**config.mk**
```make
export PLATFORM = sky130hd
export DESIGN_NAME = pipe_stage_skid
export DESIGN_NICKNAME = d
export VERILOG_FILES = /design/src/rtl/pipe_stage_skid.sv
export SDC_FILE = /design/constraint.sdc
export NUM_CORES = 1
export LEC_CHECK = 0
export CORE_MARGIN = 1
export CORE_UTILIZATION = 47
export DETAILED_ROUTE_END_ITERATION = 12
export GPL_TIMING_DRIVEN = 0
export PLACE_DENSITY = 0.87
export RECOVER_POWER = 25
export SETUP_SLACK_MARGIN = 0.15
export SLEW_MARGIN = 10
export SYNTH_ARGS = -nofsm -noshare
export SYNTH_HDL_FRONTEND = slang
export SYNTH_SLANG_ARGS = --single-unit
```
**constraint.sdc**
```tcl
create_clock -name clk -period 2.65 [get_ports clk]
set_clock_uncertainty 0.1 [all_clocks]
set_input_delay 0.53 -clock clk [delete_from_list [all_inputs] [get_ports clk]]
set_output_delay 0.53 -clock clk [all_outputs]
set_load 0.005 [all_outputs]
```
**src/rtl/pipe_stage_skid.sv**
```systemverilog
// pipe_stage_skid: two-entry (main + skid) pipeline register with registered in_ready, flush and optional stats (PIPE_STAGE_STATS_EN).
module pipe_stage_skid #(
  parameter int DATA_W = 16,
  parameter int CTRL_W = 12,
  parameter logic [CTRL_W-1:0] BUBBLE_CTRL = '0
) (
  input  logic              clk,
  input  logic              rst,
  input  logic              flush,
  input  logic              in_valid,
  output logic              in_ready,
  input  logic [DATA_W-1:0] in_data,
  input  logic [CTRL_W-1:0] in_ctrl,
  output logic              out_valid,
  input  logic              out_ready,
  output logic [DATA_W-1:0] out_data,
  output logic [CTRL_W-1:0] out_ctrl,
  output logic [15:0]       stall_cnt,
  output logic [15:0]       flush_cnt
);
  localparam int P_W = DATA_W + CTRL_W;
  logic           main_v_q, main_v_d, skid_v_q, skid_v_d, in_ready_q, in_ready_d;
  logic [P_W-1:0] main_q, main_d, skid_q, skid_d;
  logic           accept, consume;
  assign accept  = in_valid && in_ready_q;
  assign consume = main_v_q && out_ready;
  always_comb begin
    main_v_d = main_v_q;
    skid_v_d = skid_v_q;
    main_d   = main_q;
    skid_d   = skid_q;
    if (flush) begin
      main_v_d = 1'b0;
      skid_v_d = 1'b0;
    end else if (consume) begin
      if (skid_v_q) begin
        main_d   = skid_q;
        skid_v_d = 1'b0;
      end else if (accept) main_d = {in_ctrl, in_data};
      else main_v_d = 1'b0;
    end else if (accept) begin
      if (main_v_q) begin
        skid_d   = {in_ctrl, in_data};
        skid_v_d = 1'b1;
      end else begin
        main_d   = {in_ctrl, in_data};
        main_v_d = 1'b1;
      end
    end
    in_ready_d = !skid_v_d;
  end
  always_ff @(posedge clk or posedge rst)
    if (rst) begin
      main_v_q   <= 1'b0;
      skid_v_q   <= 1'b0;
      in_ready_q <= 1'b1;
      main_q     <= '0;
      skid_q     <= '0;
    end else begin
      main_v_q   <= main_v_d;
      skid_v_q   <= skid_v_d;
      in_ready_q <= in_ready_d;
      main_q     <= main_d;
      skid_q     <= skid_d;
    end
  assign in_ready  = in_ready_q;
  assign out_valid = main_v_q;
  assign out_data  = main_v_q ? main_q[DATA_W-1:0] : '0;
  assign out_ctrl  = main_v_q ? main_q[P_W-1:DATA_W] : BUBBLE_CTRL;
`ifdef PIPE_STAGE_STATS_EN
  logic [15:0] stall_cnt_q, stall_cnt_d, flush_cnt_q, flush_cnt_d;
  // Both counters saturate rather than wrap
  always_comb begin
    stall_cnt_d = (main_v_q && !out_ready && stall_cnt_q != 16'hFFFF) ? stall_cnt_q + 16'd1 : stall_cnt_q;
    flush_cnt_d = (flush && (main_v_q || skid_v_q) && flush_cnt_q != 16'hFFFF) ? flush_cnt_q + 16'd1 : flush_cnt_q;
  end
  always_ff @(posedge clk or posedge rst)
    if (rst) begin
      stall_cnt_q <= '0;
      flush_cnt_q <= '0;
    end else begin
      stall_cnt_q <= stall_cnt_d;
      flush_cnt_q <= flush_cnt_d;
    end
  assign stall_cnt = stall_cnt_q;
  assign flush_cnt = flush_cnt_q;
`else
  assign stall_cnt = 16'h0;
  assign flush_cnt = 16'h0;
`endif
endmodule

```
**After elaboration in Yosys (flattened, before gate mapping)**

Index checks and enable logic that the tools add are counted.

- Flip-flop bits (word level): 59
- Logic and storage cells: 35
- Output and inout port bits: 62
- Input port bits: 33

- Equal/unequal tests: 3
- Reduce and logical (&&, ||, !) cells: 9
- Muxes and demuxes: 16
- Bitwise gates (word level): 2

Operators with widths:

| operator | number |
|---|---|
| 28-bit 2-to-1 mux | 5 |
| 16-bit 2-to-1 mux | 1 |
| 12-bit 2-to-1 mux | 1 |
| 1-bit 2-to-1 mux | 9 |
| 4-bit AND reduction | 2 |
| 3-bit inequality test, second input constant | 2 |
| 2-bit nonzero test | 2 |
| 3-bit AND reduction | 1 |
| 3-bit nonzero test | 1 |
| 1-bit logical AND | 2 |
| 2-bit by 1-bit inequality test with 1-bit output, second input constant | 1 |
| 1-bit inverter | 2 |
| 1-bit logical NOT | 1 |

**Logic depth before layout (Yosys ltp)**

Gate-level depths: netlist of run 1.

- Word-level depth: 5
- Gate-level depth with buffers: 5
- Gate-level depth less buffers: 3

**Worst setup path before layout of run 1**

OpenSTA, ideal clock, no wires.

- Path type: reg-to-reg
- From: register in_ready_q, in the netlist in_ready
- To: register main_q[0]
- Cell stages (with the launch flop): 5
- Path slack: 0.811 ns
- Data required time: 2.425 ns
- Arrival: 1.615 ns
- Clock period less this slack: 1.839 ns
- Setup time: 0.125 ns
- Buffers on the path: 1
- Cell sequence: dfstp_2 > nand2_1 > a221oi_4 > buf_6 > mux2_2

- Word-level cells in the longest chain between the ends: 3
- Elaborated cells on any way between the ends: 4
- Classes of those cells: 4 x reduce/logical

RTL lines:

| item | RTL line | RTL |
|---|---|---|
| start, declared | 22 | `logic main_v_q, main_v_d, skid_v_q, skid_v_d, in_ready_q, in_ready_d;` |
| start signal, assigned | 62 | `in_ready_q <= in_ready_d;` |
| 1-bit logical AND * | 25 | `assign accept = in_valid && in_ready_q;` |
| 2-bit nonzero test (no source line) | -- |  |
| 4-bit AND reduction (no source line) * | -- |  |
| end signal, assigned | 63 | `main_q <= main_d;` |
| end, declared | 23 | `logic [P_W-1:0] main_q, main_d, skid_q, skid_d;` |

Mark *: on every way between the ends. The rest lies on a longest branch, timed or not.
A chain may end at the register's enable or synchronous reset.

**Worst setup path in the final report of run 1**

- From: register main_v_q, in the netlist out_valid
- To: output port out_data[15]

- Word-level cells in the longest chain between the ends: 1

RTL lines:

| item | RTL line | RTL |
|---|---|---|
| start, declared | 22 |  |
| start signal, assigned | 60 | `main_v_q <= main_v_d;` |
| 16-bit 2-to-1 mux | 68 | `assign out_data = main_v_q ? main_q[DATA_W-1:0] : '0;` |
| end, declared | 16 | `output logic [DATA_W-1:0] out_data,` |

No other way between the ends.

==> results of run 1 <==
==> layout by cell type (no fill, tap or decap), types with 3 or more instances in the layout <==
master           instances
clkdlybuf4s50_1         60
clkbuf_8                13
buf_4                   35
inv_1                    3
dfrtp_1                 58
and2_1                  28
mux2_2                  84
conb_1                  32
buf_6                    4
==> how the worst max path moves through the flow <==
stage | endpoint | startpoint | slack [ps]
floorplan | main_q[0] | rst | 570
global placement | skid_q[24] | rst | -470
detailed placement | main_q[2] | out_ready | 20
CTS | out_ctrl[10] | out_valid | 240
global route | out_ctrl[11] | out_valid | 150
finish | out_data[15] | out_valid | 280
==> logic make-up (layout without fill, tap and decap cells) <==
group / count (synthesis) / in the layout
compound gates: 5 / 5
buf+inv: 46 / 125
flops: 59 / 59
mux: 84 / 84
simple gates: 32 / 32
other cells: 1 / 32
==> metal layers <==
layer / vias up / share of wire [%] / GRT usage, % / wire, µm
met5: - / 0 / 0 / 0
met4: 0 / 1.7 / 8.947 / 95
met3: 9 / 6.2 / 4.176 / 350
met2: 60 / 49 / 30.74 / 2810
met1: 928 / 43 / 23.35 / 2425
li1: 928 / - / - / -
==> power by group through the flow <==
stage	Combinational [mW]	Sequential, mW	Clock (mW)
global placement	0.514	1.22	0
floorplan	0.349	1.20	0
global route	0.588	1.25	0.837
finish	0.532	1.22	0.768
detailed placement	0.536	1.23	0
CTS	0.540	1.22	0.794
==> flip-flops by register name (all words and copies together), names as in the netlist <==
name,flops
main_q,28
in_ready,1
out_valid,1
skid_q,28
skid_v_q,1
==> stage by stage <==
stage / instance area (µm²) / power [mW] / cells / utilization, %
final: 4066 / 2.518 / 412 / 67.09
after global routing: 4066 / 2.671 / 412 / 67.09
after CTS: 4064 / 2.555 / 412 / 67.05
after detailed placement: 3869 / 1.771 / 396 / 63.83
after global placement: 3849 / 1.730 / 395 / 63.50
after floorplan: 3134 / 1.547 / 258 / -
==> final cells by class <==
cell class                 instances  area share, %
sequential                        59          36.34
clock buffer                      15          4.585
inverter                           3         0.2769
multi-input combinational        153          32.49
buffer                            43          8.123
tap                               75          2.308
timing repair buffer              63          15.75
clock inverter                     1         0.1231
==> what timing repair did <==
action                     CTS  global route
setup endpoints to repair   28             5
hold buffers                 0             0
gates resized for setup      3             2
==> critical path, stage by stage (launching register included) <==
cell	delay [ps]
dfrtp_1	340
buf_4	170
clkbuf_2	220
and2_1	170
clkdlybuf4s50_1	500
==> results_tabular.tex, run 1 <==
\begin{tabular}{lr}
\hline
Metric & Value \\
\hline
\multicolumn{2}{l}{\textbf{Global route}} \\
\quad Wire length of the first global-routing pass & 9163 µm \\
\quad Combined global-route utilization of all metal layers & 18.72\% \\
\quad Via count of the first global-routing pass & 1941 \\
\quad Number of antenna violations at the first check in global routing & 0 \\
\quad Maximum number of pins on one net before global-route repair & 36 \\
\quad GRT overflow & 0 \\
\multicolumn{2}{l}{\textbf{Worst hold path}} \\
\quad Min-Delay Path Depth & 1 \\
\quad Min-delay src & main\_q[8] \\
\quad End of the worst hold path & main\_q[8] \\
\quad Type of the worst min-delay path & flop to flop \\
\multicolumn{2}{l}{\textbf{Synth}} \\
\quad List of most frequent post-synthesis cells & 84 x mux2\_2, 58 x dfrtp\_1, 35 x buf\_4 \\
\quad Warnings, synthesis & 0 \\
\quad Number of different library cells in the post-synthesis netlist & 19 \\
\quad Proportion of synthesized area in mux cells & 31.34\% \\
\quad Register bit count reported by yosys & 59 \\
\quad Compound-gate portion of the synthesized area & 1.700\% \\
\quad Synthesized-area fraction occupied by adder cells & 0\% \\
\quad Largest cells by area after synthesis & dfrtp\_1 48\%, mux2\_2 31\%, buf\_4 8.7\% \\
\quad Count of mapped cells out of synthesis & 227 \\
\quad Share of flip-flops with an asynchronous set or reset & 100.0\% \\
\quad Post-synthesis average cell area & 13.29 µm² \\
\quad Number of enable flip-flop cells after synthesis & 0 \\
\quad Cell with the most instances after synthesis & mux2\_2 \\
\quad Xor and xnor area share after synthesis & 0\% \\
\quad Seq/Total Area, Yosys & 48.96\% \\
\quad Flip-flop cell with the highest count after synthesis & dfrtp\_1 \\
\quad Area fraction in and, or, nand and nor cells after synthesis & 6.758\% \\
\quad Post-synth design cell area & 0.003018 mm² \\
\quad Synth top area share & 48.09\% \\
\quad Most area-hungry cell type in the Yosys netlist & dfrtp\_1 \\
\quad Largest family of logic cells by synthesized area & multiplexers \\
\multicolumn{2}{l}{\textbf{Clock tree}} \\
\quad Clock-pin slew on the worst setup and hold paths & 60 ps \\
\quad Total number of H-tree levels & 3 \\
\quad Clock buffer count from CTS & 9 \\
\quad Root Buffer Master & clkbuf\_8 \\
\quad Clk sink count & 59 \\
\quad Post-CTS Setup Bufs & 0 \\
\quad Clock tree from TritonCTS & built \\
\quad Clock Tree Buf Depth & 2 \\
\quad Skew-Pair Late Insertion Delay & 330 ps \\
\multicolumn{2}{l}{\textbf{Floorplanning}} \\
\quad Standard-cell row count & 28 \\
\quad Die boundary width & 82.13 µm \\
\quad Initial standard-cell utilization of the core & 49.79\% \\
\quad Die height & 82.13 µm \\
\quad Boundary Pins & 95 \\
\quad Standard cell core area & 0.006061 mm² \\
\quad Area of the die & 0.006745 mm² \\
\multicolumn{2}{l}{\textbf{Critical path}} \\
\quad CP arrival & 1740 ps \\
\quad Path type of the worst setup path & flop to output pin \\
\quad Length in cells of the worst reg-to-reg path & 4 \\
\quad Element type at the critical path end & output pin \\
\quad Reg2reg setup slack & 600 ps \\
\quad Req. time, crit path & 2020 ps \\
\quad Crit Path Max Fanout & 10 \\
\quad Critical path launch point type & flop \\
\quad Startpoint of the lowest-slack register-to-register path & in\_ready \\
\quad R2R Path End & main\_q[9] \\
\multicolumn{2}{l}{\textbf{Timing}} \\
\quad Final-report setup violation count & 0 \\
\quad Achievable clock frequency & 422.5 MHz \\
\quad Setup tns final & 0 ps \\
\quad Slew at the pin closest to its max-slew limit & 1361 ps \\
\quad Worst slew margin relative to its limit & 9.192\% \\
\quad Portion of the clock cycle consumed by the worst path in the final layout & 89.32\% \\
\quad RSZ-0062 raised after global routing & no \\
\quad Setup slack of the critical path after layout & 283.2 ps \\
\quad Final period demand of the worst path & 2367 ps \\
\quad Max-slew violation count & 0 \\
\quad Worst hold-check slack & 401.2 ps \\
\quad Hold Vio Cnt, Final & 0 \\
\multicolumn{2}{l}{\textbf{Finish}} \\
\quad Count of antenna diodes in the layout & 0 \\
\quad FILL cells & 459 \\
\quad Post-synthesis to final-layout area growth & 34.74\% \\
\quad Final net count & 365 \\
\quad Area of combinational cells with multiple inputs & 0.001321 mm² \\
\quad Flip-flop and latch area & 0.001478 mm² \\
\quad Share of post-route cells with drive strength above 1 & 43.32\% \\
\multicolumn{2}{l}{\textbf{Place}} \\
\quad Worst Setup Slack post-DPL & 19.59 ps \\
\quad Hpwl dp & 4083 µm \\
\quad Weighted congestion at the end of routability-driven global placement & 0.6722 \\
\quad Count of buffers inserted at the top-level ports & 62 \\
\multicolumn{2}{l}{\textbf{Outcome}} \\
\quad Status & finished, final reports clean \\
\multicolumn{2}{l}{\textbf{Power and ir drop}} \\
\quad Net switching power & 0.5989 mW \\
\quad Power density cells & 619.2 mW/mm² \\
\quad Flop pwr share & 48.4\% \\
\quad Cell leakage power & 1.841 nW \\
\quad Clock share of power & 30.5\% \\
\quad Cell-internal power & 1.919 mW \\
\quad Max rail drop VDD & 0.4349 mV \\
\quad Switching share of power & 23.79\% \\
\quad Part of the total power dissipated in combinational logic & 21.1\% \\
\multicolumn{2}{l}{\textbf{Route}} \\
\quad Total wire length after detailed routing & 5682 µm \\
\quad Number of DRC markers after the initial detailed-route iteration & 81 \\
\quad Average detailed-routed wire length per instance & 13.79 µm \\
\quad Drt drc & 0 \\
\quad Remaining antenna violation count after routing & 0 \\
\quad Via count of the routed design & 1925 \\
\quad Vias per cell & 4.672 \\
\quad DR pass1 iterations & 3 \\
\multicolumn{2}{l}{\textbf{Job}} \\
\quad Number of max-capacitance violations reported & 0 \\
\hline
\end{tabular}
Power figures use the tool's default switching activity.
==> run 2, diff against run 1 <==
Settings changed: ABC_AREA set to 1, PLACE_DENSITY 0.87 to 0.86.
Clock period 2.65 ns to 2.4 ns, I/O delays scaled along.
==> run 2 against run 1 <==
  * Core utilization decreased by 1.5 points
  * Non-clock buffer count increased by 9
  * Cell area increased by 3.0%
  * Wire length increased by 22%
  * Worst hold slack got worse by 31 ps
  * Synthesized cell count increased by 97%
  * Synthesized area increased by 4.2%
  * Cell count increased by 54%
  * Largest power group unchanged
==> results_tabular.tex, run 2 <==
\begin{tabular}{lr}
\hline
Metric & Value \\
\hline
\multicolumn{2}{l}{\textbf{Outcome}} \\
\quad Status & finished, final reports clean \\
\multicolumn{2}{l}{\textbf{Critical path}} \\
\quad Critical path launch point type & flop \\
\quad Cell occurring most often along the worst timing path & buf\_8 \\
\quad Path type of the worst setup path & flop to output pin \\
\quad Crit Path Max Fanout & 10 \\
\quad Critical path's slowest cell & clkdlybuf4s50\_1 \\
\quad Cell-by-cell listing of the critical path & buf\_8, buf\_8, nand2\_1, inv\_1, clkdlybuf4s50\_1 \\
\quad Element type at the critical path end & output pin \\
\quad Maximum single-stage delay on the critical path & 490 ps \\
\quad CP arrival & 1600 ps \\
\quad Req. time, crit path & 1820 ps \\
\multicolumn{2}{l}{\textbf{Synth}} \\
\quad Warnings, synthesis & 0 \\
\quad Compound-gate portion of the synthesized area & 0.3979\% \\
\quad Share of flip-flops with an asynchronous set or reset & 100.0\% \\
\quad Count of mapped cells out of synthesis & 448 \\
\quad Most area-hungry cell type in the Yosys netlist & dfrtp\_1 \\
\quad Xor and xnor area share after synthesis & 0\% \\
\quad List of most frequent post-synthesis cells & 262 x nand2\_1, 58 x dfrtp\_1, 34 x buf\_4 \\
\quad Number of enable flip-flop cells after synthesis & 0 \\
\quad Post-synth design cell area & 0.003144 mm² \\
\quad Synthesized-area fraction occupied by adder cells & 0\% \\
\quad Seq/Total Area, Yosys & 47.00\% \\
\quad Flip-flop cell with the highest count after synthesis & dfrtp\_1 \\
\quad Number of different library cells in the post-synthesis netlist & 15 \\
\quad Largest cells by area after synthesis & dfrtp\_1 46\%, nand2\_1 31\%, buf\_4 8.1\% \\
\quad Area fraction in and, or, nand and nor cells after synthesis & 38.00\% \\
\quad Cell with the most instances after synthesis & nand2\_1 \\
\quad Post-synthesis average cell area & 7.018 µm² \\
\quad Register bit count reported by yosys & 59 \\
\quad Largest family of logic cells by synthesized area & simple AND/OR/NAND/NOR gates \\
\quad Synth top area share & 46.16\% \\
\quad Proportion of synthesized area in mux cells & 0\% \\
\multicolumn{2}{l}{\textbf{Timing}} \\
\quad Worst slew margin relative to its limit & 45.90\% \\
\quad Max-slew violation count & 0 \\
\quad Worst hold-check slack & 369.8 ps \\
\quad Final-report setup violation count & 0 \\
\quad RSZ-0062 raised after global routing & yes \\
\quad Setup tns final & 0 ps \\
\quad Hold Vio Cnt, Final & 0 \\
\quad Portion of the clock cycle consumed by the worst path in the final layout & 90.77\% \\
\quad Final period demand of the worst path & 2178 ps \\
\quad Achievable clock frequency & 459.0 MHz \\
\quad Slew at the pin closest to its max-slew limit & 810.7 ps \\
\multicolumn{2}{l}{\textbf{Finish}} \\
\quad Count of antenna diodes in the layout & 0 \\
\quad Post-synthesis to final-layout area growth & 33.19\% \\
\quad Share of post-route cells with drive strength above 1 & 12.37\% \\
\quad Final net count & 587 \\
\quad Commonest non-fill, non-tap cell in the layout & nand2\_1 \\
\quad Biggest registers after layout & main\_q x28, skid\_q x28 \\
\quad Most used cells in the layout excluding fill and tap cells & 262 x nand2\_1, 61 x clkdlybuf4s50\_1, 57 x dfrtp\_1, 35 x buf\_4, 33 x inv\_1 \\
\quad Number of non-filler instances in the completed layout & 635 \\
\multicolumn{2}{l}{\textbf{Power and ir drop}} \\
\quad Max rail drop VDD & 0.4146 mV \\
\quad Total chip power & 2.648 mW \\
\quad Power density cells & 632.2 mW/mm² \\
\quad Cell leakage power & 2.516 nW \\
\multicolumn{2}{l}{\textbf{Global route}} \\
\quad Maximum number of pins on one net before global-route repair & 39 \\
\quad GRT overflow & 0 \\
\quad Via count of the first global-routing pass & 2638 \\
\quad Number of antenna violations at the first check in global routing & 0 \\
\quad Combined global-route utilization of all metal layers & 21.42\% \\
\quad Wire length of the first global-routing pass & 11990 µm \\
\multicolumn{2}{l}{\textbf{Job}} \\
\quad Number of max-capacitance violations reported & 0 \\
\multicolumn{2}{l}{\textbf{Place}} \\
\quad Number of placed instances with taps included & 619 \\
\quad Count of buffers inserted at the top-level ports & 62 \\
\quad Hpwl dp & 4890 µm \\
\quad Weighted congestion at the end of routability-driven global placement & 0.7960 \\
\multicolumn{2}{l}{\textbf{Floorplanning}} \\
\quad Boundary Pins & 95 \\
\quad Die boundary width & 83.79 µm \\
\quad Standard cell core area & 0.006386 mm² \\
\quad Standard-cell row count & 29 \\
\quad Area of the die & 0.007021 mm² \\
\quad Die height & 83.79 µm \\
\quad Initial standard-cell utilization of the core & 49.24\% \\
\multicolumn{2}{l}{\textbf{Clock tree}} \\
\quad Clock tree from TritonCTS & built \\
\quad Clock Tree Buf Depth & 2 \\
\quad Clock-pin slew on the worst setup and hold paths & 60 ps \\
\quad Clock buffer count from CTS & 9 \\
\quad Total number of H-tree levels & 3 \\
\quad Root Buffer Master & clkbuf\_8 \\
\quad Clk sink count & 59 \\
\quad Skew-Pair Late Insertion Delay & 330 ps \\
\multicolumn{2}{l}{\textbf{Route}} \\
\quad Vias per cell & 4.576 \\
\quad Via count of the routed design & 2906 \\
\quad DR pass1 iterations & 4 \\
\quad Drt drc & 0 \\
\quad Total wire length after detailed routing & 6932 µm \\
\quad Average detailed-routed wire length per instance & 10.92 µm \\
\quad Remaining antenna violation count after routing & 0 \\
\quad Number of DRC markers after the initial detailed-route iteration & 145 \\
\multicolumn{2}{l}{\textbf{Worst hold path}} \\
\quad Type of the worst min-delay path & flop to flop \\
\hline
\end{tabular}
[run 2: cell types whose count changed after synthesis, moves of 2 or more]
| cell | change |
|---|---|
| nor2_1 | +4 |
| inv_1 | +30 |
| buf_2 | +9 |
| nand3_1 | +31 |
| and2_1 | -28 |
| mux2_2 | -84 |
| nor2_4 | +2 |
| clkbuf_1 | +4 |
| buf_6 | -4 |
| nand2_1 | +261 |
[run 2: what timing repair did]
action	in CTS	in global routing
gates cloned	0	0
setup endpoints to repair	28	20
resized for setup	10	3
setup buffers	1	0
hold buffers	0	0
[run 2: logic make-up after synthesis]
family / count (synthesis)
AO/OA/AOI/OAI: 2
buffers and inverters: 84
flip-flops: 59
other: 1
AND/OR/NAND/NOR: 302
[run 2: path summary, 6_finish.rpt]
kind	from	to	slack, ps	depth (start not counted)
min in group asynchronous	rst	main_q[13]	640	2
setup reg to reg	out_valid	skid_q[15]	570	7
max in group asynchronous	rst	skid_q[19]	490	3
setup / recovery	out_valid	out_ctrl[0]	220	5
hold / removal	main_q[3]	main_q[3]	370	2
hold reg to reg	main_q[3]	main_q[3]	370	2
[run 2: layout make-up]
| type | instances | area (µm²) |
|---|---|---|
| fillers | 556 | 2198 |
| inverters | 33 | 123.9 |
| clock buffers | 12 | 145.1 |
| multi-input cells | 336 | 1328 |
| clock inverters | 3 | 15.01 |
| well taps | 77 | 96.34 |
| flip-flops and latches | 59 | 1479 |
| plain buffers | 51 | 365.4 |
| repair buffers | 64 | 635.6 |
[run 2: worst max-delay path: cells and delay by family, from the launching register on]
| family | cells | cell delay, ps |
|---|---|---|
| buffers and inverters | 4 | 820 |
| flip-flops | 1 | 370 |
| AND/OR/NAND/NOR | 1 | 70 |
[run 2: metal layers]
metal / vias to the layer above / track usage (%) / part of all wire (%)
met5: - / 0 / 0
met4: 0 / 8.783 / 1.7
met3: 10 / 4.055 / 6.8
met2: 105 / 35.70 / 49
met1: 1313 / 27.43 / 42
li1: 1478 / - / -
[run 2: report_power, final]
part | switching (mW) | total [mW] | internal (mW) | leakage, nW
logic | 0.288 | 0.563 | 0.275 | 1.67
registers | 0.117 | 1.33 | 1.22 | 0.756
clock network | 0.359 | 0.750 | 0.392 | 0.0860
[run 2: stage by stage]
step	utilization [%]	cell area (µm²)	setup WS [ps]
after detailed placement	62.60	3998	-131.4
after floorplan	-	3261	365.3
final	65.58	4188	221.5
after CTS	65.71	4197	163.6
after global placement	62.28	3978	-610.6
after global routing	65.58	4188	150.3
